$ cat src/rtl/ili9341_cmd_seq.sv
// rtl/ili9341_cmd_seq.sv - ILI9341 power-on, init list and window/pixel command sequencer
module ili9341_cmd_seq #(
    parameter int RST_LOW_CYC  = 1000,
    parameter int RST_WAIT_CYC = 120000,
    parameter int CMD_WAIT_CYC = 120000,
    parameter int DLY_W        = 24
) (
    input  logic        clk,
    input  logic        rst,
    output logic        tx_send,
    output logic [7:0]  tx_byte,
    input  logic        tx_done,
    output logic        lcd_dc,
    output logic        lcd_cs_n,
    output logic        lcd_rst_n,
    output logic        init_done,
    input  logic        win_req,
    input  logic [15:0] win_x0,
    input  logic [15:0] win_x1,
    input  logic [15:0] win_y0,
    input  logic [15:0] win_y1,
    output logic        win_ack,
    output logic        win_err,
    input  logic [15:0] pix_data,
    input  logic        pix_valid,
    input  logic        pix_last,
    output logic        pix_ready,
    output logic        busy
);

    typedef enum logic [3:0] {
        S_PWR_RST, S_PWR_WAIT, S_INIT_SEND, S_INIT_WAIT, S_INIT_DLY, S_IDLE,
        S_WIN_SEND, S_WIN_WAIT, S_PIX_WAIT, S_PIX_HI, S_PIX_HI_WAIT,
        S_PIX_LO, S_PIX_LO_WAIT
    } state_t;

    // Counters load N-1 and exit at zero, giving exactly N cycles in the state.
    localparam logic [DLY_W-1:0] RST_LOW_LD  = DLY_W'(RST_LOW_CYC - 1);
    localparam logic [DLY_W-1:0] RST_WAIT_LD = DLY_W'(RST_WAIT_CYC - 1);
    localparam logic [DLY_W-1:0] CMD_WAIT_LD = DLY_W'(CMD_WAIT_CYC - 1);
    localparam logic [3:0]       INIT_LAST   = 4'd6;
    localparam logic [3:0]       WIN_LAST    = 4'd10;

    state_t            state_q, state_d;
    logic [DLY_W-1:0]  dly_q, dly_d;
    logic [3:0]        idx_q, idx_d;
    logic [15:0]       x0_q, x0_d, x1_q, x1_d, y0_q, y0_d, y1_q, y1_d;
    logic [15:0]       pix_q, pix_d;
    logic              last_q, last_d;
    logic              init_done_q, init_done_d;
    logic              win_ok;
    logic [7:0]        init_byte, win_byte;
    logic              init_dc, win_dc;

    // State and datapath registers; async active-low reset restarts power-on.
    always_ff @(posedge clk or negedge rst) begin
        if (!rst) begin
            state_q     <= S_PWR_RST;
            dly_q       <= RST_LOW_LD;
            idx_q       <= 4'd0;
            x0_q        <= 16'd0;
            x1_q        <= 16'd0;
            y0_q        <= 16'd0;
            y1_q        <= 16'd0;
            pix_q       <= 16'd0;
            last_q      <= 1'b0;
            init_done_q <= 1'b0;
        end else begin
            state_q     <= state_d;
            dly_q       <= dly_d;
            idx_q       <= idx_d;
            x0_q        <= x0_d;
            x1_q        <= x1_d;
            y0_q        <= y0_d;
            y1_q        <= y1_d;
            pix_q       <= pix_d;
            last_q      <= last_d;
            init_done_q <= init_done_d;
        end
    end

    // Init command list and window address bytes, both indexed by idx_q.
    always_comb begin
        init_dc   = 1'b0;
        init_byte = 8'h00;
        case (idx_q)
            4'd0:    init_byte = 8'h01;
            4'd1:    init_byte = 8'h11;
            4'd2:    init_byte = 8'h3A;
            4'd3:    begin init_byte = 8'h55; init_dc = 1'b1; end
            4'd4:    init_byte = 8'h36;
            4'd5:    begin init_byte = 8'h48; init_dc = 1'b1; end
            4'd6:    init_byte = 8'h29;
            default: init_byte = 8'h00;
        endcase
        win_dc   = 1'b1;
        win_byte = 8'h00;
        case (idx_q)
            4'd0:    begin win_byte = 8'h2A; win_dc = 1'b0; end
            4'd1:    win_byte = x0_q[15:8];
            4'd2:    win_byte = x0_q[7:0];
            4'd3:    win_byte = x1_q[15:8];
            4'd4:    win_byte = x1_q[7:0];
            4'd5:    begin win_byte = 8'h2B; win_dc = 1'b0; end
            4'd6:    win_byte = y0_q[15:8];
            4'd7:    win_byte = y0_q[7:0];
            4'd8:    win_byte = y1_q[15:8];
            4'd9:    win_byte = y1_q[7:0];
            4'd10:   begin win_byte = 8'h2C; win_dc = 1'b0; end
            default: win_byte = 8'h00;
        endcase
    end

    // Outputs decoded from state; byte/dc stay fixed from SEND through WAIT.
    always_comb begin
        win_ok    = (win_x0 <= win_x1) && (win_y0 <= win_y1);
        win_ack   = (state_q == S_IDLE) && win_req && win_ok;
        win_err   = (state_q == S_IDLE) && win_req && !win_ok;
        tx_send   = (state_q == S_INIT_SEND) || (state_q == S_WIN_SEND) ||
                    (state_q == S_PIX_HI) || (state_q == S_PIX_LO);
        lcd_rst_n = (state_q != S_PWR_RST);
        busy      = (state_q != S_IDLE);
        pix_ready = (state_q == S_PIX_WAIT);
        init_done = init_done_q;
        tx_byte   = 8'h00;
        lcd_dc    = 1'b0;
        lcd_cs_n  = 1'b0;
        case (state_q)
            S_INIT_SEND, S_INIT_WAIT:  begin tx_byte = init_byte;    lcd_dc = init_dc; end
            S_WIN_SEND, S_WIN_WAIT:    begin tx_byte = win_byte;     lcd_dc = win_dc;  end
            S_PIX_HI, S_PIX_HI_WAIT:   begin tx_byte = pix_q[15:8];  lcd_dc = 1'b1;    end
            S_PIX_LO, S_PIX_LO_WAIT:   begin tx_byte = pix_q[7:0];   lcd_dc = 1'b1;    end
            default:                   begin tx_byte = 8'h00;        lcd_dc = 1'b0;    end
        endcase
        case (state_q)
            S_PWR_RST, S_PWR_WAIT, S_INIT_DLY: lcd_cs_n = 1'b1;
            S_IDLE:                            lcd_cs_n = !win_ack;
            default:                           lcd_cs_n = 1'b0;
        endcase
    end

    // Next-state sequencing: power-on, init list, window setup, pixel stream.
    always_comb begin
        state_d     = state_q;
        dly_d       = dly_q;
        idx_d       = idx_q;
        x0_d        = x0_q;
        x1_d        = x1_q;
        y0_d        = y0_q;
        y1_d        = y1_q;
        pix_d       = pix_q;
        last_d      = last_q;
        init_done_d = init_done_q;
        case (state_q)
            S_PWR_RST: begin
                if (dly_q == '0) begin
                    state_d = S_PWR_WAIT;
                    dly_d   = RST_WAIT_LD;
                end else begin
                    dly_d = dly_q - DLY_W'(1);
                end
            end
            S_PWR_WAIT: begin
                if (dly_q == '0) begin
                    state_d = S_INIT_SEND;
                    idx_d   = 4'd0;
                end else begin
                    dly_d = dly_q - DLY_W'(1);
                end
            end
            S_INIT_SEND: state_d = S_INIT_WAIT;
            S_INIT_WAIT: begin
                if (tx_done) begin
                    if (idx_q == INIT_LAST) begin
                        state_d     = S_IDLE;
                        init_done_d = 1'b1;
                    end else begin
                        idx_d = idx_q + 4'd1;
                        // SWRESET and SLPOUT each need a settle delay afterwards.
                        if (idx_q == 4'd0 || idx_q == 4'd1) begin
                            state_d = S_INIT_DLY;
                            dly_d   = CMD_WAIT_LD;
                        end else begin
                            state_d = S_INIT_SEND;
                        end
                    end
                end
            end
            S_INIT_DLY: begin
                if (dly_q == '0) state_d = S_INIT_SEND;
                else             dly_d   = dly_q - DLY_W'(1);
            end
            S_IDLE: begin
                if (win_ack) begin
                    x0_d    = win_x0;
                    x1_d    = win_x1;
                    y0_d    = win_y0;
                    y1_d    = win_y1;
                    idx_d   = 4'd0;
                    state_d = S_WIN_SEND;
                end
            end
            S_WIN_SEND: state_d = S_WIN_WAIT;
            S_WIN_WAIT: begin
                if (tx_done) begin
                    if (idx_q == WIN_LAST) begin
                        state_d = S_PIX_WAIT;
                    end else begin
                        idx_d   = idx_q + 4'd1;
                        state_d = S_WIN_SEND;
                    end
                end
            end
            S_PIX_WAIT: begin
                if (pix_valid) begin
                    pix_d   = pix_data;
                    last_d  = pix_last;
                    state_d = S_PIX_HI;
                end
            end
            S_PIX_HI:      state_d = S_PIX_HI_WAIT;
            S_PIX_HI_WAIT: if (tx_done) state_d = S_PIX_LO;
            S_PIX_LO:      state_d = S_PIX_LO_WAIT;
            S_PIX_LO_WAIT: if (tx_done) state_d = last_q ? S_IDLE : S_PIX_WAIT;
            default:       state_d = S_PWR_RST;
        endcase
    end

endmodule

$ cat config.mk
export PLATFORM = sky130hd
export DESIGN_NAME = ili9341_cmd_seq
export DESIGN_NICKNAME = d
export VERILOG_FILES = /design/src/rtl/ili9341_cmd_seq.sv
export SDC_FILE = /design/constraint.sdc
export NUM_CORES = 1
export LEC_CHECK = 0
export CAP_MARGIN = 20
export CORE_MARGIN = 8
export CORE_UTILIZATION = 40
export DETAILED_ROUTE_END_ITERATION = 12
export HOLD_SLACK_MARGIN = 0.02
export MAX_ROUTING_LAYER = met4
export PLACE_DENSITY_LB_ADDON = 0.2
export SLEW_MARGIN = 10
export SYNTH_ARGS = -nofsm -noshare
export SYNTH_HDL_FRONTEND = slang
export SYNTH_SLANG_ARGS = --single-unit
$ cat constraint.sdc
create_clock -name clk -period 3.3 [get_ports clk]
set_clock_uncertainty 0.15 [all_clocks]
set_input_delay 0.495 -clock clk [delete_from_list [all_inputs] [get_ports clk]]
set_output_delay 0.495 -clock clk [all_outputs]
set_load 0.1 [all_outputs]
Word level (Yosys, flattened, before mapping)
Cells that the tools add are included.
{ "word_totals": {"input_bits": 86, "out_inout_bits": 17, "regBits": 114, "word_cells": 114} }
{ "classes": {"add_sub_neg": 2, "reduce_logical": 31, "n_eq_ne": 36, "mux": 33, "n_lt_le_gt_ge": 2} }
{ "ops": {"columns": ["cell", "n"], "rows": [
  ["24-bit two-way mux", 5],
  ["8-bit case mux with 11 select lines", 1],
  ["24-bit case mux with 3 select lines", 1],
  ["4-bit two-way mux", 16],
  ["7-bit case mux with 7 select lines", 1],
  ["4-bit case mux with 12 select lines", 1],
  ["4-bit by 3-bit equality test with 1-bit output, second input constant", 8],
  ["4-bit equality test, second input constant", 8],
  ["16-bit <= comparator", 2],
  ["8-bit case mux with 4 select lines", 1],
  ["24-bit zero test", 1],
  ["2-bit != test, second input constant", 12],
  ["24-bit by 1-bit subtractor with 24-bit output, second input constant", 1],
  ["4-bit by 2-bit equality test with 1-bit output, second input constant", 4],
  ["4-bit case mux with 4 select lines", 1],
  ["2-bit OR reduction", 6],
  ["4-bit by 1-bit equality test with 1-bit output, second input constant", 2],
  ["4-bit zero test", 2],
  ["8-bit AND reduction", 1],
  ["4-bit nonzero test", 2],
  ["7-bit AND reduction", 1],
  ["3-bit two-way mux", 2],
  ["3-bit OR reduction", 2],
  ["5-bit AND reduction", 1],
  ["other kinds (13)", 22]
]} }

Logic depth before layout (Yosys ltp)
Gate-level depths: netlist of run 1.
{ "depth": {"word_depth": 6, "ltp_mapped": 11, "ltp_nobuf": 9} }

Least setup slack after synthesis of run 1
No wires, ideal clock.
{ "synth_path": {"path_kind": "register to output", "start": "reg idx_q[0]", "end": "out tx_byte[5]", "path_buffers": 1, "stages_incl_launch_ff": 7, "required_ns": 2.655, "arrival_time_ns": 3.786, "path_slack_ns": -1.131, "cell_sequence": "dfrtp_1 ha_1 clkbuf_1 nor2b_1 nor2b_1 o21ai_0 o21ai_0"} }
{ "synth_via": {"elab_chain_len": 3, "elab_cells_between_ends": 14, "classes_between": "eq/ne (10); mux (3); reduce/logical (1)"} }
{ "synth_rtl": {"columns": ["element", "line_no", "text"], "rows": [
  ["start: declaration", "46", "logic [3:0] idx_q, idx_d;"],
  ["start signal: assignment", "71", "idx_q <= idx_d;"],
  ["4-bit equality test (tied with other cells)", "98", "case (idx_q)"],
  ["8-bit case mux with 11 select lines or 7-bit case mux with 7 select lines (tied branches)", "98, 86", null],
  ["8-bit case mux with 4 select lines (*)", "128", "case (state_q)"],
  ["end: declaration", "11", "output logic [7:0] tx_byte,"]
]} }
Mark *: on every way between the ends. The rest lies on a longest branch, timed or not.

Worst setup path after layout of run 1
{ "layout_path": {"start": "in win_x0[6]", "end": "out lcd_cs_n"} }
{ "layout_via": {"elab_chain_len": 5} }
{ "layout_rtl": {"columns": ["element", "line_no", "text"], "rows": [
  ["start: declaration", "18", "input logic [15:0] win_x0,"],
  ["16-bit <= comparator", "116", "win_ok = (win_x0 <= win_x1) && (win_y0 <= win_y1);"],
  ["1-bit logical AND", "116", null],
  ["1-bit logical AND", "117", "win_ack = (state_q == S_IDLE) && win_req && win_ok;"],
  ["1-bit zero test", "137", "S_IDLE: lcd_cs_n = !win_ack;"],
  ["1-bit case mux with 2 select lines", "135", "case (state_q)"],
  ["end: declaration", "14", "output logic lcd_cs_n,"]
]} }
Every way passes these cells.

==> results of run 1 <==
==> worst reg2reg max path: stages, from the launching register on <==
cell and delay [ns]:
dfrtp_1 0.42, or4_1 0.64, nor3_2 0.56, nand2_1 0.29
a211oi_4 0.55, o21a_1 0.21, nor2_1 0.05, a31oi_1 0.14
==> through the flow <==
stage	hold slack, ns	cell area (µm²)	setup TNS (ns)	utilization [%]
after floorplan	0.04941	6785	-0.4334	-
after global placement	0.3063	8672	-29.92	52.48
after detailed placement	0.3142	8672	-36.03	52.48
after CTS	0.3108	9457	-0.02654	57.23
after global routing	0.1685	9679	-0.04776	58.58
final	0.1845	9679	0	58.58
==> state kept, by name, summed over array words and instances, names as in the netlist <==
register	count
init_done	1
idx_q	4
x0_q	16
x1_q	16
dly_q	24
y0_q	16
last_q	1
state_q	4
pix_q	16
y1_q	16
==> worst min path at each step <==
stage,slack (ns),from,cells after the start,to
2_1_floorplan,0.05,rst,0,dly_q[10]
6_report,0.18,win_x1[14],2,x1_q[14]
4_1_cts,0.31,win_x1[13],2,x1_q[13]
3_5_place_dp,0.31,dly_q[16],1,dly_q[16]
5_1_grt,0.17,win_x1[14],2,x1_q[14]
3_3_place_gp,0.31,dly_q[16],1,dly_q[16]
==> final cells by class <==
class	count	area (µm²)	area share, %
multi-input cells	477	3951	40.82
clock inverters	14	156.4	1.616
repair buffers	201	1838	18.99
well taps	220	275.3	2.844
clock buffers	17	425.4	4.395
inverters	44	165.2	1.706
flip-flops and latches	114	2868	29.63
==> power breakdown <==
part | internal (mW) | switching [mW] | leakage [nW]
registers | 1.92 | 0.448 | 1.44
logic | 1.61 | 2.18 | 2.67
clock network | 1.12 | 0.712 | 0.273
total | 4.65 | 3.34 | 4.38
==> synthesized netlist by cell type (9+ instances only) <==
cell,count
dfrtp_1,106
mux2_2,85
nor2_1,48
inv_1,44
nand2_1,40
ha_1,37
o21ai_0,34
a21oi_1,30
clkbuf_1,20
nor3_1,15
nand3_1,13
a31oi_1,12
nor2b_1,12
a22oi_1,10
a32oi_1,9
buf_2,9
==> metal layers <==
metal / share of wire, % / up-vias / track usage [%]
li1: - / 2836 / -
met3: 3.5 / 42 / 4.167
met1: 42 / 3056 / 23.80
met5: 0 / - / -
met4: 2.8 / 0 / 7.548
met2: 52 / 186 / 35.42
==> cells by family (layout without fill, tap and decap cells) <==
| logic type | count (synthesis) | in the layout | synth area share, % |
|---|---|---|---|
| AND/OR/NAND/NOR | 183 | 183 | 13.92 |
| AO/OA/AOI/OAI | 157 | 157 | 16.16 |
| flip-flops | 114 | 114 | 42.41 |
| multiplexers | 86 | 86 | 14.33 |
| buffers and inverters | 77 | 276 | 4.504 |
| adder cells (fa/ha/maj) | 37 | 37 | 6.858 |
| XOR/XNOR | 14 | 14 | 1.817 |
==> repair_timing <==
action | CTS | global route
hold buffers | 1 | 0
setup buffers | 5 | 13
hold endpoints to repair | 36 | 0
resized for setup | 83 | 82
setup endpoints to repair | 74 | 10
pin swaps | 28 | 26
==> impl_results.md, run 1 <==
* Max Fclk at 306.9 MHz
* Die X at 145.9 µm
* Most common cell after layout, fill and taps aside: dfrtp_1
* TritonRoute pass-1 iters at 8
* Kind of critical path: in -> out
* Die Ht at 145.9 µm
* GR Util All Layers at 20.77%
* Critical path's largest stage delay at 0.33 ns
* Clock Pin Slew Worst Setup and Hold Paths at 0.06 ns
* Vias per cell at 5.630
* Vias in the first global route at 6534
* Crit path launch: win_x0[6]
* Routed wire per std cell at 19.90 µm
* Area Growth Syn to Fin at 43.39%
* Slew Viols, Final at 0
* Ys flop type: dfrtp_1
* Leading post-synthesis cells by cell area: dfrtp_1 (39%), mux2_2 (14%), ha_1 (6.9%)
* Max FO, Critical Path at 3
* Critical Path Slowest Stage Cell: a221o_1
* Initial core utilization at 40.85%
* Syn_nets at 791
* Final worst slack at 0.04114 ns
* Fin cells at 1087
* DRC viols at 0
* TritonCTS Buffers at 17
* Synth Cell Area at 0.006750 mm²
* Type of origin of the critical path: input pin
* Peak supply drop at 503.4 µV
* Iter 0 DRT Violations at 460
* Yosys top cell by area: dfrtp_1
* Leak at 4.384 nW
* FF-to-FF End: dly_q[3]
* Worst path depth at 10
* Clock buffer depth at 2
* Diode count at 0
* RR Startpoint: dly_q[13]
* Bufs and invs on worst path at 2
* Worst reg-to-reg path cell count at 7
* Pwr/cell area at 825.7 mW/mm²
* Nets@finish at 978
* Critical path arrival at 2.61 ns
* TritonCTS clock tree: built
* CTS Sinks at 114
* Sequential fraction of the synthesis area at 42.41%
* Final wirelength at 21.64 mm
* EDFF count, synth at 0
* Overall power at 7.993 mW
* Synth Warn # at 0
* RSZ-0062 raised after global routing: yes
* Core footprint at 0.01652 mm²
* Share of cells above drive strength 1 at 38.75%
* Synth top area share at 39.30%
* Vias at 6120
* Final period util at 98.75%
* R2r setup slk at 0.22 ns
* Clk Latency, worst-skew pair at 0.42 ns
* MaxCap Viol Count at 0
* Pre-CTS setup slack at -0.5553 ns
* Cell family with most CP delay: compound AO/OA/AOI/OAI gates
* Outcome: finished clean
* Fin. Hold Viols at 0
* Largest net degree at the start of global routing at 65
* Gpl congestion at 0.8762
* Root Buffer: clkbuf_16
* Final Critical Period at 3.259 ns
* Cells after synthesis at 668
* Worst EP required at 2.65 ns
* Detailed placement HPWL at 16.16 mm
* Max-slew headroom at 51.37%
* Hold Crit Class: in -> reg
* Io pins at 103
* Post-synth cell types at 69
* IO Port Bufs at 102
* Setup crit end: lcd_cs_n
* H-tree depth at 4
* Cell chain of the critical path: dlygate4sd2_1, ha_1, nand2_1, o21ai_1, a221o_1, a211o_1, a22oi_2, a21o_1, nand2_2, buf_12
* Num rows at 47
* Final ANT Viol Nets at 0
* Inst Count DP at 1037
* Fill count at 1393
* First-pass GRT wire length at 34.44 mm
* Final Setup Violations at 0
* Post-synth ARST share at 100.0%
* Initial antenna violation count at 0
* Endpoint class of the critical path: output pin
* Die area at 0.02129 mm²
* GR Overflow Total at 0
* Flops & latches, synth at 114
* Least-Margin Pin Slew at 0.7294 ns
* Commonest non-fill, non-tap cells in the layout: dfrtp_1 (102), buf_4 (98), mux2_2 (85)
* Syn_area_per_cell at 10.11 µm²
No activity file was read; power rests on OpenSTA's default activity.
==> run 2: changes to the inputs <==
CORE_ASPECT_RATIO = 0.8   (was default)
==> impl_results.md, run 2 (synthesized netlist as in run 1, its figures left out) <==
* R2r setup slk at 0.35 ns (+0.13 ns)
* TNS Setup at 0 ns (unchanged)
* Peak supply drop at 757.7 µV (+51%)
* Slew Viols, Final at 0 (unchanged)
* Fin. Hold Viols at 0 (unchanged)
* Reg power frac at 29.8% (about the same)
* Final wirelength at 21.80 mm (+0.76%)
* Max-slew headroom at 50.44% (-0.93 points)
* Leak at 4.393 nW (+0.22%)
* CTS Sinks at 114 (unchanged)
* Nets@finish at 986 (+0.82%)
* Max Fclk at 306.6 MHz (about the same)
* TritonCTS clock tree: built
* Final Critical Period at 3.261 ns (+0.002205 ns)
* TritonCTS Buffers at 17 (unchanged)
* Critical Path Slowest Stage Cell: a221o_1
* RSZ-0062 raised after global routing: yes
* GR Overflow Total at 0 (unchanged)
* Clock buffer depth at 2 (unchanged)
* Initial antenna violation count at 1 (+1)
* Root Buffer: clkbuf_16
* Die area at 0.02131 mm² (+0.12%)
* Most common cell after layout, fill and taps aside: buf_4
* Area Growth Syn to Fin at 44.28%
* Critical path arrival at 2.62 ns (about the same)
* Clock Pin Slew Worst Setup and Hold Paths at 0.05 ns (about the same)
* Register Area at 0.002867 mm² (about the same)
* Type of origin of the critical path: input pin
* Hold Crit Class: in -> reg
* Final Setup Violations at 0 (unchanged)
* Iter 0 DRT Violations at 464 (+0.87%)
* Num rows at 42 (-11%)
* Final Util at 58.84% (+0.26 points)
* Io pins at 103 (unchanged)
* Final Cell Area at 0.009739 mm² (+0.62%)
* DRC viols at 0 (unchanged)
* Kind of critical path: in -> out
* Most flop-heavy register: dly_q
* Int Power at 4.749 mW (+2.1%)
* Pre-CTS setup slack at -0.4640 ns (+0.09140 ns)
* Fill count at 1394 (+0.072%)
* Bufs and invs on worst path at 4 (+2)
* Cell chain of the critical path: clkbuf_2, inv_1, ha_1, nand4_1, buf_4, nor2_1, a221o_1, a211o_1, a22oi_2, a21o_1, nand2_2, buf_12
* Largest net degree at the start of global routing at 79 (+22%)
* Cell family with most CP delay: compound AO/OA/AOI/OAI gates
* First-pass GRT wire length at 34.68 mm (+0.70%)
* Largest register FFs at 24 (unchanged)
* Least-Margin Pin Slew at 0.7416 ns (+0.01222 ns)
* Vias per cell at 5.612 (-0.33%)
* GR Util All Layers at 21.02% (+0.25 points)
* Dpl cell area at 0.008745 mm² (+0.84%)
* Commonest non-fill, non-tap cells in the layout: buf_4 (113), dfrtp_1 (103), mux2_2 (85)
* TritonRoute pass-1 iters at 5 (-3)
* Area used by multi-input combinational logic at 0.003998 mm² (+1.2%)
* Max FO, Critical Path at 3 (unchanged)
* Vias in the first global route at 6387 (-2.2%)
* Critical path's largest stage delay at 0.30 ns (-0.03 ns)
* Final worst slack at 0.03893 ns (-0.002205 ns)
* IO Port Bufs at 102 (unchanged)
* Net Sw Power at 3.302 mW (-1.2%)
* Endpoint class of the critical path: output pin
* Worst EP required at 2.65 ns (about the same)
* Die Ht at 132.2 µm (-9.4%)
* Net Sw Frac at 41.02% (-0.79 points)
* Clock power share at 23.8% (+0.9 points)
* Gpl congestion at 0.9093 (+3.8%)
* Detailed placement HPWL at 16.32 mm (+1.0%)
* Power share of the combinational group at 46.4% (-1.1 points)
* H-tree depth at 4 (unchanged)
* Die X at 161.2 µm (+11%)
* Vias at 6156 (+0.59%)
* Pwr/cell area at 826.7 mW/mm² (+0.11%)
* Core footprint at 0.01655 mm² (+0.17%)
* Share of cells above drive strength 1 at 40.87% (+2.1 points)
* Routed wire per std cell at 19.87 µm (-0.16%)
* Outcome: finished clean
* Final period util at 98.82% (about the same)
* Final ANT Viol Nets at 0 (unchanged)
* Initial core utilization at 40.78% (-0.071 points)
* MaxCap Viol Count at 0 (unchanged)
* Clk Latency, worst-skew pair at 0.41 ns (about the same)
==> run 2: layout make-up <==
type                            instances  share of cell area (%)
Inverter                               44                   1.696
Clock inverter                         11                   1.644
Clock buffer                           21                   4.625
Timing Repair Buffer                  209                   18.71
Tap cell                              220                   2.826
Antenna cell                            1                 0.02569
Multi-Input combinational cell        477                   41.05
Sequential cell                       114                   29.43
==> run 2: repair_timing <==
item                       CTS  global route
hold buffers                 0             1
resized for setup          101            92
setup buffers                7             5
hold endpoints to repair     0            26
setup endpoints to repair    9            12
pin swaps                   26            31
gates cloned                 0             0
==> run 2: through the flow <==
stage	instances	hold WS [ns]	total power, mW
after detailed placement	1050	0.3210	5.942
final	1097	0.2044	8.051
after global routing	1097	0.1950	8.438
after global placement	1050	0.3000	5.851
after floorplan	668	0.04941	4.527
after CTS	1089	0.1472	7.954
==> run 2: layer usage <==
| metal | track usage (%) | vias up | share of wire (%) |
|---|---|---|---|
| li1 | - | 2856 | - |
| met1 | 29.38 | 3023 | 48 |
| met2 | 30.01 | 255 | 44 |
| met3 | 5.400 | 22 | 7.3 |
| met4 | 4.466 | 0 | 0.91 |
| met5 | - | - | 0 |
==> run 2: path summary, 6_finish.rpt <==
check                             to  cells past startpoint  startpoint
setup / recovery            lcd_cs_n                     12  win_x1[10]
hold / removal               y1_q[5]                      2   win_y1[5]
setup reg to reg            dly_q[3]                      7   dly_q[13]
hold reg to reg            init_done                      1   init_done
max in group asynchronous   pix_q[3]                      4         rst
min in group asynchronous   x0_q[12]                      2         rst
==> run 2: worst reg2reg max path: cells and delay by family, from the launching register on <==
kind / cells / cell delay, ns
AOI/OAI and AO/OA: 3 / 0.87
DFF: 1 / 0.42
and+or+nand+nor: 4 / 1.44
==> run 2: power by group through the flow <==
stage	Clock [mW]	Sequential (mW)	Combinational, mW
global placement	0	2.36	3.49
detailed placement	0	2.38	3.56
floorplan	0	2.17	2.36
finish	1.92	2.40	3.74
CTS	1.95	2.37	3.64
global route	2.02	2.45	3.97
==> run 3: changes to the inputs <==
CORE_UTILIZATION = 50   (was 40)
HOLD_SLACK_MARGIN = default   (was 0.02)
==> impl_results.md, run 3 (synthesized netlist as in run 1, its figures left out) <==
* Outcome: complete, but fails checks
* Failing checks: negative setup slack
* Share of cells above drive strength 1 at 40.74% (-0.13 points)
* TritonRoute pass-1 iters at 5 (unchanged)
* Slew Viols, Final at 0 (unchanged)
* Least-Margin Pin Slew at 0.6983 ns (-0.04336 ns)
* Io pins at 103 (unchanged)
* Int Power at 4.794 mW (+0.95%)
* Cell chain of the critical path: clkdlybuf4s15_1, ha_1, nand2_2, nor4_4, buf_4, a21bo_4, o211ai_1, a22oi_2, a21o_1, nand2_2, buf_12
* Num rows at 38 (-9.5%)
* Routed wire per std cell at 21.05 µm (+5.9%)
* Leak at 4.443 nW (+1.1%)
* Final period util at 100.4% (+1.6 points)
* Vias in the first global route at 6238 (-2.3%)
* Initial core utilization at 50.52% (+9.7 points)
* Fin. Hold Viols at 0 (unchanged)
* Final ANT Viol Nets at 0 (unchanged)
* Clock buffer depth at 2 (unchanged)
* Vias at 6181 (+0.41%)
* Clock power share at 23.9% (about the same)
* Largest net degree at the start of global routing at 72 (-8.9%)
* Core footprint at 0.01336 mm² (-19%)
* Net Sw Power at 3.388 mW (+2.6%)
* Root Buffer: clkbuf_16
* Max-slew headroom at 53.28% (+2.8 points)
* Critical Path Slowest Stage Cell: ha_1
* Most common cell after layout, fill and taps aside: dfrtp_1
* Max FO, Critical Path at 3 (unchanged)
* Clk Latency, worst-skew pair at 0.42 ns (about the same)
* Kind of critical path: in -> out
* Final wirelength at 22.09 mm (+1.3%)
* Clock Pin Slew Worst Setup and Hold Paths at 0.05 ns (about the same)
* First-pass GRT wire length at 33.87 mm (-2.3%)
* Detailed placement HPWL at 15.67 mm (-4.0%)
* Most used cell, CP: nand2_2
* GR Util All Layers at 25.25% (+4.2 points)
* Pwr/cell area at 838.6 mW/mm² (+1.4%)
* R2r setup slk at 0.26 ns (-0.09 ns)
* IO Port Bufs at 102 (unchanged)
* Pre-CTS setup slack at -0.4582 ns (+0.005747 ns)
* Gpl congestion at 0.9032 (-0.67%)
* Die area at 0.01750 mm² (-18%)
* Commonest non-fill, non-tap cells in the layout: dfrtp_1 (102), buf_4 (100), mux2_2 (85)
* Net Sw Frac at 41.41% (+0.39 points)
* GR Overflow Total at 0 (unchanged)
* TritonCTS Buffers at 17 (unchanged)
* Reg power frac at 29.6% (-0.2 points)
* TritonCTS clock tree: built
* Hold Crit Class: in -> reg
* Final worst slack at -0.01314 ns (-0.05207 ns)
* DRC viols at 0 (unchanged)
* Critical path arrival at 2.67 ns (+0.05 ns)
* Initial antenna violation count at 0 (-1)
* Most flop-heavy register: dly_q
* Overall power at 8.182 mW (+1.6%)
* Endpoint class of the critical path: output pin
* H-tree depth at 4 (unchanged)
* Final Setup Violations at 1 (+1)
* Diode count at 0 (-1)
* Nets@finish at 979 (-0.71%)
* Critical path's largest stage delay at 0.31 ns (about the same)
* Power share of the combinational group at 46.5% (about the same)
* Vias per cell at 5.892 (+5.0%)
* CTS Sinks at 114 (unchanged)
* Largest register FFs at 24 (unchanged)
* Die Ht at 119.9 µm (-9.3%)
* Type of origin of the critical path: input pin
* Iter 0 DRT Violations at 664 (+43%)
* MaxCap Viol Count at 0 (unchanged)
* Area Growth Syn to Fin at 44.54%
* RSZ-0062 raised after global routing: yes
* Final Critical Period at 3.313 ns (+0.05207 ns)
* Die X at 145.9 µm (-9.5%)
* Peak supply drop at 1017 µV (+34%)
* Worst EP required at 2.65 ns (about the same)
* Max Fclk at 301.8 MHz (-1.6%)
run 3: cell count changes in the layout (fill, tap and decap cells not counted), sizes merged:
cell,delta
clkinvlp,+2
dlymetal6s2s,+7
clkbuf,-12
buf,-4
dlygate4sd2,+6
clkdlybuf4s50,-4
clkinv,+1
diode,-1
clkdlybuf4s15,-3
run 3: critical path, delay by kind of cell:
kind / cells / cell delay (ns)
AO/OA/AOI/OAI: 4 / 0.81
adder cells (fa/ha/maj): 1 / 0.31
buffers and inverters: 3 / 0.56
AND/OR/NAND/NOR: 3 / 0.47
run 3: path summary, 6_finish.rpt:
path                            start        end  depth (start not counted)
min                        win_y1[14]   y1_q[14]                          2
max reg2reg                 dly_q[13]   dly_q[3]                          7
max                         win_y0[6]   lcd_cs_n                         11
min reg2reg                 dly_q[16]  dly_q[16]                          1
max in group asynchronous         rst   dly_q[9]                          3
min in group asynchronous         rst   y0_q[12]                          2
run 3: final cells by class:
class	instances	area (µm²)
flip-flops and latches	114	2868
clock inverters	14	187.7
multi-input cells	477	3994
inverters	44	170.2
clock buffers	18	439.2
fillers	899	3603
repair buffers	202	1873
well taps	180	225.2
run 3: metal layers:
metal | vias to the layer above | wire [µm] | track usage, % | part of all wire, %
met2 | 281 | 9867 | 35.47 | 45
li1 | 2844 | - | - | -
met5 | - | 0 | - | 0
met1 | 3037 | 10220 | 35.35 | 46
met3 | 19 | 1776 | 6.697 | 8.0
met4 | 0 | 225 | 6.360 | 1.0
run 3: repair_timing:
item	4_1_cts	5_1_grt
gates resized for setup	92	123
endpoints found under the setup margin	10	10
hold buffers	1	0
gates cloned	0	0
endpoints found under the hold margin	36	0
pin swaps	28	32
buffers inserted	7	9
run 3: stage by stage:
stage	TNS (ns)	utilization, %	hold WS (ns)	cell area, µm²	cells
6_report	-0.01314	73.03	0.1538	9757	1049
5_1_grt	-0.3129	73.03	0.1384	9757	1049
4_1_cts	-0.07373	71.13	0.3012	9503	1040
3_5_place_dp	-23.69	64.85	0.3256	8665	1001
3_3_place_gp	-21.20	64.85	0.2976	8665	1001
2_1_floorplan	-0.4334	-	0.04941	6785	668
run 3: power by group through the flow:
| stage | clock network (mW) | logic, mW | registers, mW |
|---|---|---|---|
| floorplan | 0 | 2.36 | 2.17 |
| global placement | 0 | 3.45 | 2.37 |
| detailed placement | 0 | 3.52 | 2.39 |
| CTS | 1.97 | 3.62 | 2.38 |
| global route | 2.04 | 4.03 | 2.47 |
| finish | 1.96 | 3.81 | 2.42 |
